## src/rtl/multi_cycle_controller.sv

```systemverilog
// Multi-cycle sequencer for the accumulator core: FETCH -> DECODE -> optional memory
// phase over one req/ack port, with request timeout and a retired-instruction counter.
//
//  state    | meaning
//  ---------+---------------------------------------------------------------
//  S_IDLE   | no instruction in flight; run=1 starts a fetch
//  S_FETCH  | instruction read at PC; ack loads IR and bumps PC
//  S_DECODE | one cycle; ALU/JMP/NOP retire here, LOAD/STORE go to memory
//  S_MEM_RD | operand read at IR address; ack writes A or B and retires
//  S_MEM_WR | operand store at IR address; ack retires
//  S_ERROR  | memory timeout seen; left only through reset
module multi_cycle_controller #(
  parameter int OPC_W    = 3,
  parameter int MAX_WAIT = 15,
  parameter int CNT_W    = 16
) (
  input  logic             clk,
  input  logic             reset,
  input  logic             run,
  input  logic [OPC_W-1:0] opcode,
  input  logic             mem_ack,
  output logic             mem_req,
  output logic             mem_we,
  output logic             addr_sel,
  output logic             ir_load,
  output logic             pc_inc,
  output logic             rd_mem,
  output logic             wr_A,
  output logic             wr_B,
  output logic             wr_mem,
  output logic             jmp,
  output logic             busy,
  output logic             err,
  output logic [CNT_W-1:0] instr_cnt
);

  typedef enum logic [2:0] {
    S_IDLE, S_FETCH, S_DECODE, S_MEM_RD, S_MEM_WR, S_ERROR
  } state_t;

  localparam logic [OPC_W-1:0] OP_LOAD_A = OPC_W'(0);
  localparam logic [OPC_W-1:0] OP_LOAD_B = OPC_W'(1);
  localparam logic [OPC_W-1:0] OP_STORE  = OPC_W'(2);
  localparam logic [OPC_W-1:0] OP_JMP    = OPC_W'(4);
  localparam logic [OPC_W-1:0] OP_ALU    = OPC_W'(7);

  state_t           state;
  logic [7:0]       wait_cnt;
  logic [CNT_W-1:0] cnt_q;
  logic             err_q;
  logic             ld_b;
  logic             timeout;

  // A request cycle at the wait limit without ack is the timeout; an ack there still wins.
  assign timeout = (wait_cnt == 8'(MAX_WAIT)) && !mem_ack;

  always_ff @(posedge clk) begin
    if (reset) begin
      state    <= S_IDLE;
      wait_cnt <= '0;
      cnt_q    <= '0;
      err_q    <= 1'b0;
      ld_b     <= 1'b0;
    end else begin
      case (state)
        S_IDLE: begin
          if (run) begin
            state    <= S_FETCH;
            wait_cnt <= '0;
          end
        end
        S_FETCH: begin
          if (mem_ack) begin
            state <= S_DECODE;
          end else if (timeout) begin
            state <= S_ERROR;
            err_q <= 1'b1;
          end else begin
            wait_cnt <= wait_cnt + 8'd1;
          end
        end
        S_DECODE: begin
          wait_cnt <= '0;
          case (opcode)
            OP_LOAD_A, OP_LOAD_B: begin
              state <= S_MEM_RD;
              ld_b  <= (opcode == OP_LOAD_B);
            end
            OP_STORE: state <= S_MEM_WR;
            default: begin
              state <= S_IDLE;
              cnt_q <= cnt_q + CNT_W'(1);
            end
          endcase
        end
        S_MEM_RD, S_MEM_WR: begin
          if (mem_ack) begin
            state <= S_IDLE;
            cnt_q <= cnt_q + CNT_W'(1);
          end else if (timeout) begin
            state <= S_ERROR;
            err_q <= 1'b1;
          end else begin
            wait_cnt <= wait_cnt + 8'd1;
          end
        end
        S_ERROR: state <= S_ERROR;
        default: state <= S_IDLE;
      endcase
    end
  end

  // Outputs are forced low while reset is asserted, before the reset edge lands.
  always_comb begin
    mem_req  = 1'b0;
    mem_we   = 1'b0;
    addr_sel = 1'b0;
    ir_load  = 1'b0;
    pc_inc   = 1'b0;
    rd_mem   = 1'b0;
    wr_A     = 1'b0;
    wr_B     = 1'b0;
    wr_mem   = 1'b0;
    jmp      = 1'b0;
    busy     = 1'b0;
    if (!reset) begin
      case (state)
        S_FETCH: begin
          mem_req = 1'b1;
          busy    = 1'b1;
          ir_load = mem_ack;
          pc_inc  = mem_ack;
        end
        S_DECODE: begin
          busy = 1'b1;
          wr_A = (opcode == OP_ALU);
          jmp  = (opcode == OP_JMP);
        end
        S_MEM_RD: begin
          mem_req  = 1'b1;
          rd_mem   = 1'b1;
          addr_sel = 1'b1;
          busy     = 1'b1;
          wr_A     = mem_ack && !ld_b;
          wr_B     = mem_ack && ld_b;
        end
        S_MEM_WR: begin
          mem_req  = 1'b1;
          mem_we   = 1'b1;
          wr_mem   = 1'b1;
          addr_sel = 1'b1;
          busy     = 1'b1;
        end
        default: ;
      endcase
    end
  end

  assign err       = err_q && !reset;
  assign instr_cnt = reset ? '0 : cnt_q;

endmodule

```

## config.mk

```make
export PLATFORM = sky130hd
export DESIGN_NAME = multi_cycle_controller
export DESIGN_NICKNAME = d
export VERILOG_FILES = /design/src/rtl/multi_cycle_controller.sv
export SDC_FILE = /design/constraint.sdc
export NUM_CORES = 1
export LEC_CHECK = 0
export ABC_AREA = 1
export BUFFER_PORTS_ARGS = -buffer_cell sky130_fd_sc_hd__clkbuf_2
export CAP_MARGIN = 20
export CORE_UTILIZATION = 56
export DETAILED_ROUTE_END_ITERATION = 8
export HOLD_SLACK_MARGIN = 0.03
export MAX_ROUTING_LAYER = met4
export PLACE_DENSITY = 0.8
export SYNTH_ARGS = -nofsm -noshare
export SYNTH_HDL_FRONTEND = slang
export SYNTH_SLANG_ARGS = --single-unit
```

## constraint.sdc

```tcl
create_clock -name clk -period 1.95 [get_ports clk]
set_input_delay 0.0975 -clock clk [delete_from_list [all_inputs] [get_ports clk]]
set_output_delay 0.0975 -clock clk [all_outputs]
set_load 0.02 [all_outputs]
```

Yosys cells after proc, flatten, opt, wreduce, memory -nomap -nowiden. Index checks and enable logic that the tools add are counted.

Logic and storage cells: 75. Register bits: 29. Output and inout port bits: 28. Input port bits: 7.

Equal/unequal tests: 15. Reductions and logical operators: 20. Bitwise operators: 1. Muxes and demuxes: 32. $add $sub $neg: 2.

Operators by type and width (count): $mux W16 (3); $pmux W16 S2 (1); $mux W8 (3); $pmux W8 S3 (1); $mux W1 (17); $add A16 B1 Y16 const B (1); $pmux W3 S5 (1); $eq A3 B3 Y1 const B (4); $mux W3 (4); $eq A3 B2 Y1 const B (3); $add A8 B1 Y8 const B (1); $eq A8 B4 Y1 const B (1); $ne A2 B2 Y1 const B (4); $eq A3 B1 Y1 const B (2); $logic_not A3 Y1 (2); $pmux W3 S2 (1); $reduce_and A3 Y1 (2); $reduce_or A3 Y1 (2); $logic_and A1 B1 Y1 (4); $reduce_and A4 Y1 (1); $reduce_or A2 Y1 (2); $reduce_or A4 Y1 (1); $logic_not A1 Y1 (3); $reduce_bool A3 Y1 (1); 5 further kinds (5).

Longest topological paths before layout. Gate-level depths: netlist of run 1.

Word-level depth: 5. Gate-level depth with buffers: 9. Depth with buffers taken out: 9.

Least setup slack after synthesis of run 1. No wires, ideal clock.

Path kind: register -> register. From: register state[0]. To: register wait_cnt[1]. Setup time: 0.070 ns. Data arrival time: 1.408 ns. Cell stages (with the launch flop): 8. Path slack: 0.472 ns. Buffers on the path: 0. Data required time: 1.880 ns. Clock period less this slack: 1.478 ns. Path through: dfxtp_1 nor2_2 nand2_4 nand2_1 inv_2 nor2_1 nand2_1 a21oi_1.

Word-level cells in the longest chain between the ends: 4. Elaborated cells between the ends (all ways): 12. Those cells by class: eq/ne (7); mux (1); reduce/logical (4).

Ends and longest elaborated chain: start: declaration (line 47) `state_t state;`; start signal: assignment (line 59) `state <= S_IDLE;`; start signal: assignment (line 68) `state <= S_FETCH;`; start signal: assignment (line 74) `state <= S_DECODE;`; $eq A3 B3 Y1 (tied with other cells) (line 65) `case (state)`; $reduce_or A3 Y1 (no line); $ne A2 B2 Y1 (no line) / $reduce_bool A3 Y1 (equally long branches); $reduce_and A4 Y1 (no line); end signal: assignment (line 79) `wait_cnt <= wait_cnt + 8'd1;`; end signal: assignment (line 104) `wait_cnt <= wait_cnt + 8'd1;`; end: declaration (line 48) `logic [7:0] wait_cnt;`.

Several ways; a longest one is shown, not always the timed one. A chain may end at the register's enable or synchronous reset.

Worst setup path in the final report of run 1.
From: register state[0]. To: output port mem_req.

Word-level cells in the longest chain between the ends: 4. Elaborated cells between the ends (all ways): 6. Those cells by class: eq/ne (3); mux (2); reduce/logical (1).

Ends and longest elaborated chain: $eq A3 B3 Y1 (tied with other cells) (line 127) `case (state)`; $reduce_or A3 Y1 (no line) (*); $mux W1 (*) (line 127); $mux W1 (*) (line 126) `if (!reset) begin`; end: declaration (line 22) `output logic mem_req,`.

Mark *: on every way between the ends. The rest lies on a longest branch, timed or not.

==> results of run 1 <==
[per-stage QoR]
stage          hold WS [ns]  util (%)
2_1_floorplan         0.266         -
5_1_grt               0.108      65.7
3_5_place_dp          0.432      64.1
6_report             0.0999      65.7
4_1_cts              0.0898      65.7
3_3_place_gp          0.432      64.1
[worst reg2reg max path, delay by kind of cell, from the launching register on]
| family | cells | cell delay, ns |
|---|---|---|
| compound gates | 1 | 0.11 |
| fa+ha+maj | 1 | 0.24 |
| flops | 1 | 0.35 |
| simple gates | 6 | 0.92 |
[logic make-up after synthesis]
kind of cell / Yosys count
compound gates: 41
xor+xnor: 6
fa+ha+maj: 2
buf+inv: 48
flops: 29
simple gates: 202
[cells in the final DEF, fill, tap and decap left out]
master     netlist  final
nand3_1         23     23
nand3_2          2      2
nor3_1           2      2
inv_2            5      5
buf_4            3      1
clkbuf_8         0      1
nand2_1         95     95
a31oi_1          1      1
clkbuf_2         0     34
nand4_1         11     11
xor2_1           6      6
nor2_1          54     54
ha_1             2      2
dfxtp_1         29     29
nand3_4          1      1
nand2_4          2      2
o21ai_0          7      7
clkbuf_1         3      1
inv_1           33     33
nand2_2          7      7
nand3b_1         2      2
a21oi_1         31     31
nor2_8           1      1
nor4_1           1      1
clkbuf_4         0      5
nor2_2           1      1
a31o_2           1      1
o2111ai_1        1      1
[layer usage]
layer	global-route usage (%)	vias to the layer above	part of all wire [%]
li1	-	1113	-
met3	3.99	4	4.9
met4	9.84	0	0.78
met1	34.9	939	50
met5	-	-	0
met2	40.2	53	45
[path summary, 6_finish.rpt]
path,start,endpoint,slack (ns),depth (start not counted)
min reg2reg,cnt_q[15],cnt_q[15],0.49,2
max,state[0],mem_req,0.15,6
max reg2reg,wait_cnt[0],wait_cnt[7],0.28,8
min,opcode[1],state[2],0.1,3
[sequential cells by signal, summed over array words and instances, names as in the netlist]
signal,flops
cnt_q,16
wait_cnt,8
state,3
err_q,1
ld_b,1
[area by class of cell]
cell class	count	area, sq um
fill	369	1150
sequential	29	581
tap	46	57.6
inverter	38	143
clock buffer	7	55.1
timing repair buffer	35	178
multi-input combinational	251	1200
[report_power, final]
group	internal, mW	total (mW)	switching [mW]
clock	0.170	0.372	0.202
sequential	0.601	0.615	0.0138
combinational	0.0420	0.152	0.110
==> impl_metrics.toml, run 1 <==
[clock_tree]
cts_max_level = 2
cts_tree = "built"
clk-insertion-delay-late_ns = 0.32
path_clk_slew_ns = 0.08
cts_buffers = 5
clkSinkCount = 29
post-cts-setup-buffers = 0
clk_path_buf_depth = 2
holdBufCountCts = 0
cts-root-buf = "clkbuf_4"
cts_resized = 0

[synthesis]
synth_enable_flop_cells = 0
synth_xor_area_share_pct = 2.66
netlist_top_cells_count = "nand2_1 (95), nor2_1 (54), inv_1 (33), a21oi_1 (31), dfxtp_1 (29)"
yosysMostFrequentCell = "nand2_1"
syn_area_sq_um = 1980
synthAdderAreaFrac_pct = 1.27
synth-seq-cells = 29
ys_types = 28
syn-num-nets = 337
yosys.area_share.simple_pct = 45.8
synth.top_cells.by_area = "dfxtp_1 (29%), nand2_1 (18%), nor2_1 (10%)"
yosysWarnings = 0
ys.flop_type = "dfxtp_1"
netlist_instances = 328
synth_mux_area_share_pct = 0
ys_seq_area_share_pct = 29.4
synth_compound_area_share_pct = 10.8
yosys.area.top_type = "dfxtp_1"
avgSynthCellArea_sq_um = 6.03
async_flop_share_pct = 0
yosysTopAreaCellShare_pct = 29.4
synth_top_family_by_area = "simple AND/OR/NAND/NOR gates"

[global_routing]
grt_pass1_vias = 1715
grt_overflow = 0
grt_pass1_wl_mm = 7.15
antenna_found_initial = 0
grt_usage_pct = 26.2
grt_start_max_net_pins = 39

[place]
globalplace.congestion = 0.831
port_buffers = 34
placed_cell_area_sq_um = 2150
dpl.hpwl_mm = 3.22
placement.setup.worst_slack_ns = 0.314
dp.cells = 399

[timing]
hold_viol = 0
finClkSkew_ns = 0.0116
worst_pin_slew_ns = 0.347
setup_viol = 0
period_share_pct = 92.1
max_slew_margin_pct = 76.9
period_needed_ns = 1.80
slew_violations = 0
rsz0062_at_grt = "no"
timing.fmax_ghz = 0.557
setup_ws_ns = 0.155
setup_tns_ns = 0

[worst_setup_path]
crit_path_max_fanout = 7
max_stage_delay_ns = 0.40
worstPathBufferInverterCount = 2
endpoint_kind = "primary output"
worstSetupPathType = "reg2out"
worstPathRequired_ns = 1.85
path_cells = "nor2_2 > nand2_4 > nand2_1 > inv_2 > nor2_1 > clkbuf_2"
crit_arrival_ns = 1.70
cp_slowest_cell = "dfxtp_1"
critPathLaunchType = "flip-flop"
cp_top_family = "simple AND/OR/NAND/NOR gates"

[die]
die_h_um = 61.4
floorplan.die_area_sq_um = 3770
ios = 35
core.rowCount = 21
core_sq_um = 3360
fp.dieW_um = 61.4
start_util_pct = 58.8

[pwr]
finalPower_mw = 1.14
power.leakage_nw = 0.907
ir_worst_vdd_mv = 0.316
power_density_nw_per_um2 = 516

[routing]
drt_iter0_markers = 113
first_pass_iters = 5
wl_mm = 4.34
wl_per_cell_um = 10.7
ant_nets = 0
via_per_inst = 5.19
drc = 0
vias = 2109

[cells_and_area]
fin_area_sq_um = 2210
layout-drive-gt1-share_pct = 16.9
areaGrowthSynthToFinish_pct = 11.8
stdcell_count = 406
diodes = 0
final_net_count = 369

[run]
cap_violations = 0

[worst_hold_path]
hold_path_class = "in2reg"

[outcome]
status = "complete, no violations"
No activity file was read; power rests on OpenSTA's default activity.
==> inputs of run 2 (changes only) <==
--- a/config.mk
+++ b/config.mk
@@ -13,6 +13,7 @@
 export HOLD_SLACK_MARGIN = 0.03
 export MAX_ROUTING_LAYER = met4
 export PLACE_DENSITY = 0.8
+export REMOVE_ABC_BUFFERS = 1
 export SYNTH_ARGS = -nofsm -noshare
 export SYNTH_HDL_FRONTEND = slang
 export SYNTH_SLANG_ARGS = --single-unit
==> run 2 against run 1 <==
Against the previous run: cell count grew 0.49%; final area up 1.1%; critical path depth stayed put; clock skew fell by 0.0014 ns; clock power is 16% higher.
==> impl_metrics.toml, run 2 (same netlist as run 1, synthesis figures left out) <==
[clock_tree]
clk_path_buf_depth = 2
cts_max_level = 2
holdBufCountCts = 0
clk-insertion-delay-late_ns = 0.33
cts_tree = "built"
cts-root-buf = "clkbuf_4"
clkSinkCount = 29
post-cts-setup-buffers = 0
path_clk_slew_ns = 0.10
cts_resized = 0
cts_buffers = 5

[cells_and_area]
layout_commonest_cell = "nand2_1"
stdcell_count = 408
final_cell_mix = "nand2_1 (95), nor2_1 (53), clkbuf_2 (34)"
largest_reg_flops = 16
final_net_count = 370
n_fill_cell = 343
regMostFlops = "cnt_q"
layout-drive-gt1-share_pct = 18.0
diodes = 0
areaGrowthSynthToFinish_pct = 13.0
biggestRegsByFlops = "cnt_q x16, wait_cnt x8, state x3"

[die]
start_util_pct = 58.8
fp.dieW_um = 61.4
core_sq_um = 3360
ios = 35
floorplan.die_area_sq_um = 3770
die_h_um = 61.4
core.rowCount = 21

[global_routing]
grt_usage_pct = 26.3
grt_overflow = 0
top_usage_layer = "met2"
grt_use_met3_pct = 3.78
grt_start_max_net_pins = 20
met2_usage_pct = 38.8
grt_pass1_wl_mm = 7.19
grt_pass1_vias = 1686
antenna_found_initial = 0
use_met1_pct = 37.1

[worst_setup_path]
cp_slowest_cell = "dfxtp_1"
critPathLaunchType = "flip-flop"
path_cells = "nor2_2 > nand2_4 > nand2_1 > inv_2 > a21oi_1 > clkbuf_2"
crit_arrival_ns = 1.65
reg2reg_to = "wait_cnt[1]"
reg2reg_from = "wait_cnt[0]"
path_depth = 6
endpoint_kind = "primary output"
crit_path_max_fanout = 7
rrSetupSlack_ns = 0.29
worstPathRequired_ns = 1.85
worstSetupPathType = "reg2out"
rr_worst_depth = 8
worstPathBufferInverterCount = 2
max_stage_delay_ns = 0.40
cp_top_family = "simple AND/OR/NAND/NOR gates"

[routing]
via_per_inst = 5.14
drt_iter0_markers = 119
wl_mm = 4.37
vias = 2099
first_pass_iters = 4
drc = 0
wl_per_cell_um = 10.7
ant_nets = 0

[place]
port_buffers = 34
dpl.hpwl_mm = 3.27
globalplace.congestion = 0.970
dp.cells = 400

[pwr]
power_density_nw_per_um2 = 538
power.leakage_nw = 0.922
finalPower_mw = 1.20
ir_worst_vdd_mv = 0.392

[timing]
period_share_pct = 89.8
slew_violations = 0
setup_tns_ns = 0
max_slew_margin_pct = 73.0
period_needed_ns = 1.75
timing.fmax_ghz = 0.571
finClkSkew_ns = 0.0103
rsz0062_at_grt = "no"
hold_viol = 0
setup_viol = 0
worst_pin_slew_ns = 0.405

[worst_hold_path]
hp-start = "opcode[1]"
hold_path_class = "in2reg"
whs_path_depth = 3
hold-path-endpoint = "state[2]"

[run]
cap_violations = 0

[outcome]
status = "complete, no violations"
run 2: cell types whose count changed in the layout (fill, tap and decap cells not counted):
cell	before	now
buf_4	1	2
clkbuf_1	1	0
clkbuf_8	1	2
clkinv_2	0	1
nor2_1	54	53
nor2_2	1	2
run 2: worst min-delay path, delay by kind of cell:
kind	cells	cell delay (ns)
and+or+nand+nor	1	0.07
buffers and inverters	1	0.12
AOI/OAI and AO/OA	1	0.07
run 2: worst max-delay path by stage:
stage / to / from
floorplan: wait_cnt[1] / state[0]
CTS: mem_req / state[0]
detailed placement: wait_cnt[1] / wait_cnt[0]
global placement: wait_cnt[6] / wait_cnt[0]
global route: mem_req / state[0]
finish: busy / state[0]
run 2: final cells by class:
type | count | area (sq um) | share of cell area (%)
Inverter | 38 | 143 | 6.38
Timing Repair Buffer | 36 | 185 | 8.29
Sequential cell | 29 | 581 | 26.0
Tap cell | 46 | 57.6 | 2.58
Clock buffer | 7 | 65.1 | 2.91
Clock inverter | 1 | 5.00 | 0.224
Multi-Input combinational cell | 251 | 1200 | 53.6
run 2: per-layer routing:
layer	up-vias	wire length, um
met3	7	214
met1	928	2140
met2	49	1950
met4	0	68
met5	-	0
li1	1115	-
run 2: where the power goes:
group / leakage [nW] / switching [mW] / internal, mW
combinational: 0.646 / 0.113 / 0.0436
clock: 0.0413 / 0.221 / 0.209
sequential: 0.234 / 0.0139 / 0.601
run 2: per-stage QoR:
stage	util, %	hold WS [ns]	setup slack (ns)	instance area (sq um)
finish	66.4	0.0746	0.198	2230
global route	66.4	0.117	0.0723	2230
CTS	66.4	0.0780	0.151	2230
detailed placement	64.3	0.428	0.349	2160
global placement	64.3	0.422	0.406	2160
floorplan	-	0.167	0.472	1920
==> inputs of run 3 (changes only) <==
--- a/config.mk
+++ b/config.mk
@@ -8,11 +8,11 @@
 export ABC_AREA = 1
 export BUFFER_PORTS_ARGS = -buffer_cell sky130_fd_sc_hd__clkbuf_2
 export CAP_MARGIN = 20
-export CORE_UTILIZATION = 56
+export CORE_UTILIZATION = 50
 export DETAILED_ROUTE_END_ITERATION = 8
 export HOLD_SLACK_MARGIN = 0.03
 export MAX_ROUTING_LAYER = met4
-export PLACE_DENSITY = 0.8
+export PLACE_DENSITY = 0.73
 export REMOVE_ABC_BUFFERS = 1
 export SYNTH_ARGS = -nofsm -noshare
 export SYNTH_HDL_FRONTEND = slang
==> run 3 against run 2 <==
Against the previous run: clock power up 11%; count of clock-buffer cells in the layout up 1; routed wire length up 2.6%; combinational power about the same; via count up 0.33%; non-clock buffer count down 1; flip-flop and latch count unchanged; final area up 0.67%; utilization down 5.9 points; largest cell class unchanged.
==> impl_metrics.toml, run 3 (same netlist as run 1, synthesis figures left out) <==
[global_routing]
grt_pass1_wl_mm = 8.11
grt_pass1_vias = 1869
grt_overflow = 0
grt_usage_pct = 25.2
antenna_found_initial = 0
grt_start_max_net_pins = 29

[place]
globalplace.congestion = 0.894
port_buffers = 34
placed_cell_area_sq_um = 2170
dpl.hpwl_mm = 3.24

[timing]
setup_tns_ns = 0
setup_viol = 0
finClkSkew_ns = 0.00794
period_share_pct = 90.4
hold_viol = 0
worst_pin_slew_ns = 0.453
max_slew_margin_pct = 69.8
slew_violations = 0
timing.fmax_ghz = 0.567
rsz0062_at_grt = "no"
period_needed_ns = 1.76

[die]
core_sq_um = 3720
core.rowCount = 22
die_h_um = 64.9
floorplan.die_area_sq_um = 4210
fp.dieW_um = 64.9
ios = 35
start_util_pct = 53.2

[cells_and_area]
layout-drive-gt1-share_pct = 16.6
largest_reg_flops = 16
fin_area_sq_um = 2250
layout_commonest_cell = "nand2_1"
n_fill_cell = 401
final_cell_mix = "nand2_1 (95), nor2_1 (54), clkbuf_2 (34)"
biggestRegsByFlops = "cnt_q x16, wait_cnt x8, state x3"
areaGrowthSynthToFinish_pct = 13.8
regMostFlops = "cnt_q"
diodes = 0
final_net_count = 369

[worst_setup_path]
worstPathBufferInverterCount = 2
crit_arrival_ns = 1.67
path_cells = "nor2_2 > nand2_4 > nand2_1 > inv_2 > nor2_1 > clkbuf_2"
worstPathRequired_ns = 1.85
endpoint_kind = "primary output"
max_stage_delay_ns = 0.39
cp_slowest_cell = "dfxtp_1"
crit_path_max_fanout = 7
critPathLaunchType = "flip-flop"
worstSetupPathType = "reg2out"
cp_top_family = "simple AND/OR/NAND/NOR gates"

[clock_tree]
post-cts-setup-buffers = 0
cts_resized = 0
clk_path_buf_depth = 2
clk-insertion-delay-late_ns = 0.28
cts_max_level = 2
clkSinkCount = 29
cts_tree = "built"
holdBufCountCts = 0
cts-root-buf = "clkbuf_8"
path_clk_slew_ns = 0.06
cts_buffers = 5

[routing]
drt_iter0_markers = 108
wl_per_cell_um = 11.0
vias = 2106
via_per_inst = 5.15
first_pass_iters = 4
drc = 0
wl_mm = 4.49
ant_nets = 0

[pwr]
ir_worst_vdd_mv = 0.398
power.leakage_nw = 0.920
power_density_nw_per_um2 = 556

[worst_hold_path]
hold_path_class = "in2reg"

[run]
cap_violations = 0

[outcome]
status = "complete, no violations"
## run 3: per-stage QoR
| stage | hold WS, ns | worst slack, ns | cells | utilization, % | total power, mW |
|---|---|---|---|---|---|
| 6_report | 0.128 | 0.186 | 409 | 60.5 | 1.25 |
| 5_1_grt | 0.174 | 0.0584 | 409 | 60.5 | 1.30 |
| 4_1_cts | 0.135 | 0.196 | 409 | 60.5 | 1.26 |
| 3_5_place_dp | 0.435 | 0.326 | 401 | 58.4 | 0.786 |
| 3_3_place_gp | 0.435 | 0.407 | 401 | 58.4 | 0.784 |
| 2_1_floorplan | 0.167 | 0.472 | 318 | - | 0.728 |
## run 3: final timing paths
kind / startpoint / to / slack [ns] / cells past startpoint
min: opcode[1] / state[2] / 0.13 / 3
max reg2reg: wait_cnt[0] / wait_cnt[6] / 0.28 / 8
max: state[0] / mem_req / 0.19 / 6
min reg2reg: cnt_q[15] / cnt_q[15] / 0.48 / 2
## run 3: routing by layer
| layer | vias to the layer above | GRT usage [%] | part of all wire (%) | routed length (um) |
|---|---|---|---|---|
| met5 | - | - | 0 | 0 |
| met4 | 0 | 7.50 | 1.2 | 53 |
| met3 | 7 | 5.46 | 5.4 | 240 |
| met2 | 43 | 38.9 | 43 | 1930 |
| met1 | 940 | 32.7 | 50 | 2260 |
| li1 | 1116 | - | - | - |
## run 3: cell type report
| cell class | instances | area (sq um) | share of cell area [%] |
|---|---|---|---|
| clock buffer | 8 | 80.1 | 3.56 |
| inverter | 38 | 143 | 6.34 |
| multi-input combinational | 251 | 1200 | 53.2 |
| sequential | 29 | 581 | 25.8 |
| tap | 48 | 60.1 | 2.67 |
| timing repair buffer | 35 | 190 | 8.45 |
## run 3: worst reg2reg max path: stages (launching register included)
cell and delay (ns):
dfxtp_1 0.34, ha_1 0.24, nand3_1 0.13, nor2_1 0.10
nor2_1 0.28, nand2_2 0.20, nand2_2 0.14, nand2_1 0.06
a21oi_1 0.12
## run 3: where the power goes
part,leakage [nW],internal [mW],switching (mW),total (mW)
Clock,0.0395,0.253,0.224,0.476
Combinational,0.646,0.0446,0.114,0.158
Sequential,0.234,0.602,0.0138,0.616
